===== src/rtl/branch_seq.sv =====
`default_nettype none
// ============================================================================
// Module   : branch_seq
// Purpose  : Program-counter sequencer with relative branches through an
//            8-entry offset table and a one-cycle bubble after a taken branch.
//            Optional BRANCH_COUNT_EN macro adds a saturating taken-branch count.
// Revision : 1.0 - initial release
// ============================================================================
module branch_seq #(
    parameter int D = 12
) (
    input  logic         clk_i,
    input  logic         rst_i,
    input  logic         start_i,
    input  logic         stall_i,
    input  logic         branch_en_i,
    input  logic         cond_i,
    input  logic [2:0]   how_high_i,
    input  logic         halt_req_i,
    input  logic         tbl_we_i,
    input  logic [2:0]   tbl_addr_i,
    input  logic [D-1:0] tbl_data_i,
`ifdef BRANCH_COUNT_EN
    output logic [15:0]  taken_cnt_o,
`endif
    output logic [D-1:0] prog_ctr_o,
    output logic         fetch_valid_o,
    output logic         flush_o,
    output logic         done_o
);

    typedef enum logic [1:0] {
        S_IDLE  = 2'd0,
        S_RUN   = 2'd1,
        S_FLUSH = 2'd2,
        S_HALT  = 2'd3
    } state_t;

    state_t         state_q, state_d;
    logic [D-1:0]   pc_q, pc_d;
    logic [D-1:0]   tbl_q [8];
    logic           w_taken;
    logic           w_enter_flush;

    // Reset values of the offset table, sign-extended or truncated to D bits.
    function automatic logic [D-1:0] tbl_default(input int idx);
        int v;
        case (idx)
            0:       v = 2;
            1:       v = 3;
            2:       v = 22;
            3:       v = -26;
            4:       v = 130;
            5:       v = -132;
            6:       v = 162;
            default: v = -168;
        endcase
        return D'(v);
    endfunction

    assign w_taken = branch_en_i & cond_i;

    always_comb begin
        state_d       = state_q;
        pc_d          = pc_q;
        w_enter_flush = 1'b0;
        case (state_q)
            S_IDLE: begin
                pc_d = '0;
                if (start_i) state_d = S_RUN;
            end
            S_RUN: begin
                if (!stall_i) begin
                    if (halt_req_i) begin
                        state_d = S_HALT;
                    end else if (w_taken) begin
                        // Table read is the pre-write value when written this cycle.
                        pc_d          = pc_q + tbl_q[how_high_i];
                        state_d       = S_FLUSH;
                        w_enter_flush = 1'b1;
                    end else begin
                        pc_d = pc_q + 1'b1;
                    end
                end
            end
            S_FLUSH: begin
                if (!stall_i) state_d = S_RUN;
            end
            S_HALT: begin
                if (start_i) begin
                    state_d = S_RUN;
                    pc_d    = '0;
                end
            end
            default: begin
                state_d = S_IDLE;
                pc_d    = '0;
            end
        endcase
    end

    always_ff @(posedge clk_i) begin
        if (rst_i) begin
            state_q <= S_IDLE;
            pc_q    <= '0;
        end else begin
            state_q <= state_d;
            pc_q    <= pc_d;
        end
    end

    always_ff @(posedge clk_i) begin
        if (rst_i) begin
            for (int i = 0; i < 8; i++) tbl_q[i] <= tbl_default(i);
        end else if (tbl_we_i) begin
            tbl_q[tbl_addr_i] <= tbl_data_i;
        end
    end

`ifdef BRANCH_COUNT_EN
    logic [15:0] cnt_q;

    always_ff @(posedge clk_i) begin
        if (rst_i) begin
            cnt_q <= '0;
        end else if (state_q == S_HALT && start_i) begin
            cnt_q <= '0;
        end else if (w_enter_flush && cnt_q != 16'hFFFF) begin
            cnt_q <= cnt_q + 16'd1;
        end
    end

    assign taken_cnt_o = cnt_q;
`endif

    assign prog_ctr_o    = pc_q;
    assign fetch_valid_o = (state_q == S_RUN);
    assign flush_o       = (state_q == S_FLUSH);
    assign done_o        = (state_q == S_HALT);

endmodule
`default_nettype wire


===== config.mk =====
export PLATFORM = sky130hd
export DESIGN_NAME = branch_seq
export DESIGN_NICKNAME = d
export VERILOG_FILES = /design/src/rtl/branch_seq.sv
export SDC_FILE = /design/constraint.sdc
export NUM_CORES = 1
export LEC_CHECK = 0
export ABC_AREA = 1
export CAP_MARGIN = 10
export CELL_PAD_IN_SITES_DETAIL_PLACEMENT = 1
export CELL_PAD_IN_SITES_GLOBAL_PLACEMENT = 1
export CORE_MARGIN = 5
export CORE_UTILIZATION = 45
export DETAILED_ROUTE_END_ITERATION = 6
export PLACE_DENSITY_LB_ADDON = 0.3
export SYNTH_ARGS = -nofsm -noshare
export SYNTH_HDL_FRONTEND = slang
export SYNTH_SLANG_ARGS = --single-unit

===== constraint.sdc =====
create_clock -name clk_i -period 3.2 [get_ports clk_i]
set_clock_uncertainty 0.1 [all_clocks]
set_input_delay 0.64 -clock clk_i [delete_from_list [all_inputs] [get_ports clk_i]]
set_output_delay 0.64 -clock clk_i [all_outputs]
set_load 0.01 [all_outputs]

# Word-level counts from Yosys, hierarchy flattened
# Memories as Yosys holds them, arrays and structs flattened.
# Cells that the tools add are included.
[classes] addsub=2 eq_ne=9 n_mux=27 bitwise=1 reduce_logical=6
[ops] operator="$mux 12" count=13
[ops] operator="$pmux 12 s3" count=1
[ops] operator="$add 12x1->12 const B" count=1
[ops] operator="$add 12x12->12" count=1
[ops] operator="$reduce_or 12->1" count=1
[ops] operator="$mux 2" count=5
[ops] operator="$ne 2x2->1 const B" count=4
[ops] operator="$reduce_and 4->1" count=2
[ops] operator="$mux 1" count=6
[ops] operator="$pmux 2 s3" count=1
[ops] operator="$eq 2x2->1 const B" count=2
[ops] operator="$mux 3" count=1
[ops] operator="$ne 3x2->1 const B" count=1
[ops] operator="$reduce_bool 3->1" count=1
[ops] operator="$eq 2x1->1 const B" count=1
[ops] operator="$logic_not 2->1" count=1
[ops] operator="$ne 2x1->1 const B" count=1
[ops] operator="$reduce_or 2->1" count=1
[ops] operator="$and 1x1->1" count=1
[word_totals] register_bits=14 ram_bits=96 input_bits=26 out_inout_bits=15 wordCells=48 mem_count=1
[memory_table] memory="tbl_q" depth=8 width=12 read_ports=1 rd_clocked_by_memory_dff=0 write_ports=8 line_no="41" source="logic [D-1:0] tbl_q [8];"

# Logic depth before layout (Yosys ltp)
# An unclocked memory read counts as a cell.
[depth] word_depth=6 mapped_depth=17 ltp_nobuf=15

# Worst setup path before layout
# No wires, ideal clock.
[synth_timing] path_type="input -> register" start="input how_high_i[1]" end="register pc_q[4], in the netlist prog_ctr_o[4]" setup_time_ns=0.132 t_arrival_ns=2.551 required_time_ns=2.968 path_slack_ns=0.417 path_stages=12 n_path_buf=1 cell_sequence="buf_2 inv_2 a21oi_1 a221oi_1 or3_1 ha_1 fa_1 nand3_1 nand2_1 or2_2 nand3_1 a21oi_1"
[synth_between] elab_chain_len=6
[synth_lines] element="start, declared" line_no="18" source="input logic [2:0] how_high_i,"
[synth_lines] element="$mem_v2 8x12"
[synth_lines] element="$add 12x12->12" line_no="78" source="pc_d = pc_q + tbl_q[how_high_i];"
[synth_lines] element="$mux 12" line_no="76" source="end else if (w_taken) begin"
[synth_lines] element="$mux 12" line_no="74" source="if (halt_req_i) begin"
[synth_lines] element="$mux 12" line_no="73" source="if (!stall_i) begin"
[synth_lines] element="$pmux 12 s3" line_no="67" source="case (state_q)"
[synth_lines] element="end signal, assigned" line_no="108" source="pc_q <= pc_d;"
[synth_lines] element="end, declared" line_no="40" source="logic [D-1:0] pc_q, pc_d;"
# Every way passes these cells. The select of a mux whose other input is x is not followed.
# A chain may end at the register's enable or synchronous reset.

# Worst setup path in the final report
[layout_timing] start="input branch_en_i" end="register pc_q[7], in the netlist prog_ctr_o[7]"
[layout_between] elab_chain_len=5
[layout_lines] element="start, declared" line_no="16" source="input logic branch_en_i,"
[layout_lines] element="$and 1x1->1" line_no="61" source="assign w_taken = branch_en_i & cond_i;"
[layout_lines] element="$mux 12" line_no="76"
[layout_lines] element="$mux 12" line_no="74"
[layout_lines] element="$mux 12" line_no="73"
[layout_lines] element="$pmux 12 s3" line_no="67"
# Every way passes these cells. The select of a mux whose other input is x is not followed.

==> results_dict.tcl <==
set metrics [dict create \
    status "completed" \
    numCtsBuffers 9 \
    required_ps 3360 \
    synthCells 605 \
    multiInputGateArea_um2 2000 \
    hold_buffers 0 \
    cts_sinks 110 \
    synth_seq_area_share 0.578 \
    synth-async-reset-ratio 0 \
    place_congestion 0.904 \
    drt_iter0_drc 381 \
    die_w_um 120 \
    reg2reg_depth 12 \
    syn-num-nets 647 \
    max_freq_mhz 330 \
    cts_root_buf "clkbuf_16" \
    tns_ps 0 \
    die_height_um 120 \
    synth_cell_type_count 36 \
    die_area_um2 14500 \
    slew_headroom 0.565 \
    vias 4684 \
    slew_violations 0 \
    grt_max_degree 22 \
    fill_cells 1364 \
    wl_um 17000 \
    synth_common_cells "nor2_1, nand2_1, edfxtp_1" \
    dp.cells 814 \
    dp_hpwl_um 11900 \
    synth.area.top_cells "edfxtp_1, nor2_1, nand2_1" \
    tritoncts "done" \
    register_area_um2 3160 \
    cts.path.max_buffers 2 \
    path_common_cell "nand2_1" \
    rows 40 \
    clk_latency_ps 360 \
    postRouteAntennaNets 0 \
    clk_pin_slew_worst_paths_ps 80 \
    drcViolationCount 0 \
    path_buf_inv 4 \
    grt_use_total 0.244 \
    crit_chain "clkdlybuf4s50_1, nand2_1, inv_1, buf_4, o21ai_1, a31oi_2, ha_1, nand2_1, clkinv_1, nand2_1, nand2_2, nand2_1, nand2_1, or2_1, nand3_1, a21oi_1" \
    nets 720 \
    min_path_type "register to register" \
    total_power_uw 3710 \
    place_ws_ps -392 \
    ys_ff_latch 110 \
    worst_hold_slack_ps 388 \
    setup_viol 0 \
    h-tree-depth 3 \
    cts_setup_buffers 0 \
    io_pins 41 \
    grt.overflow.total 0 \
    coreArea_um2 12000 \
    drt_pre_antenna_iters 5 \
    hold_viol_final 0 \
    critPathLaunchType "primary input" \
    max_stage_delay_ps 460 \
    fin_crit_ps 3030 \
    grt_setup_unrepaired "false" \
    ir_worst_vdd_mv 0.257 \
    power_density_nw_per_um2 553 \
    antenna_found_initial 0 \
    p_leak_uw 0.00265 \
    crit_path_end_kind "register" \
    critPathArrivalTime_ps 3190 \
    netlist_area_um2 5480 \
    cap_violations 0 \
    crit_family "buffers and inverters" \
    layout.cells.non_filler 829 \
    synth.most_common_cell "nor2_1" \
    yosysTopAreaCell "edfxtp_1" \
    timing.critical_path.depth 16 \
    grt_pass1_wl_um 26800 \
    synth_top_area_share 0.526 \
    routedWlPerCell_um 20.5 \
    cpMaxStageDelayCell "clkdlybuf4s50_1" \
    start_util 0.458 \
    cp_max_fo 8 \
    port_buffers 40 \
    yosys_warnings 0 \
    antenna_cells 0 \
    critPathKind "primary input to register" \
    hold_depth 2 \
    fin_crit_sh 0.947 \
    avgSynthCellArea_um2 9.05 \
    max_slew.worst_pin.slew_ps 650 \
    synth_edf_count 96 \
    area_growth_pct 22.6 \
    viasPerCell 5.65 \
    synth_top_flop_cell "edfxtp_1" \
    grt_pass1_vias 5035 \
    setup_slack_ps 170 \
    drive_gt1_frac 0.128 \
]
flip-flops by register name, summed over array words and instances (netlist names):
register / count
tbl_q: 96
state_q: 2
prog_ctr_o: 12
layout by cell type, fill, tap and decap left out, types with 2 or more instances in the layout:
cell type,netlist,final
a21boi_1,2,2
a21oi_1,25,25
a221oi_1,2,2
a31oi_1,12,10
a31oi_2,0,2
buf_12,0,5
buf_4,1,42
bufinv_16,0,3
clkbuf_16,0,9
clkdlybuf4s50_1,0,38
clkinv_1,1,2
dfxtp_1,14,14
edfxtp_1,96,96
ha_1,15,14
inv_1,45,45
inv_2,12,12
nand2_1,106,106
nand3_1,19,19
nand3_2,2,2
nand4_1,4,4
nor2_1,136,136
nor2_2,3,3
nor3_1,3,2
o21ai_0,33,32
o21ai_1,24,23
o21ai_2,0,2
o21bai_1,3,3
o22ai_1,10,10
or2_1,3,3
or2_2,2,2
per-layer routing:
metal,global-route usage,part of all wire
met5,0,0
met1,0.281,0.39
met3,0.0388,0.045
met2,0.446,0.53
met4,0.108,0.036
worst reg2reg max path, stage by stage (launching register included):
cell      delay (ps)
edfxtp_1         410
a21oi_1          190
a221oi_1         120
or3_1            390
ha_1             240
fa_1             410
nand3_1           90
nand2_1           90
nand4_1           90
nand2_1           70
a21boi_1         120
o21ai_1           70
a21oi_1          110
path summary, 6_finish.rpt:
check | from | slack, ps | end
worst max register to register | tbl_q[3][0] | 630 | prog_ctr_o[8]
worst max-delay path | branch_en_i | 170 | prog_ctr_o[7]
worst min register to register | prog_ctr_o[9] | 390 | prog_ctr_o[9]
worst min-delay path | prog_ctr_o[9] | 390 | prog_ctr_o[9]
area by class of cell:
cell class | count | share of cell area
Sequential cell | 110 | 0.471
Multi-Input combinational cell | 412 | 0.299
Timing Repair Buffer | 87 | 0.122
Clock buffer | 10 | 0.0341
Inverter | 58 | 0.0324
Tap cell | 147 | 0.0274
Clock inverter | 5 | 0.0147
repair_timing:
action,in CTS,in global routing
pin swaps,0,0
gates resized for setup,2,7
setup endpoints to repair,5,9
where the power goes:
part           switching (uW)  internal (uW)
Sequential               56.6           1660
Clock                     528            758
Combinational             419            285
metrics by stage:
stage	util	cell area, um^2
after floorplan	-	5480
after global placement	0.531	6360
after detailed placement	0.531	6360
after CTS	0.559	6690
after global routing	0.561	6710
final	0.561	6710
kinds of logic (layout without fill, tap and decap cells):
group                      after synthesis  after routing  share of synthesized area
and+or+nand+nor                        281            281                      0.207
AOI/OAI and AO/OA                      114            114                      0.115
xor gates and xnor gates                 1              1                    0.00160
DFF                                    110            110                      0.578
adders and majority gates               16             16                     0.0379
buffers and inverters                   83            160                     0.0615
(Power assumes the default switching activity.)
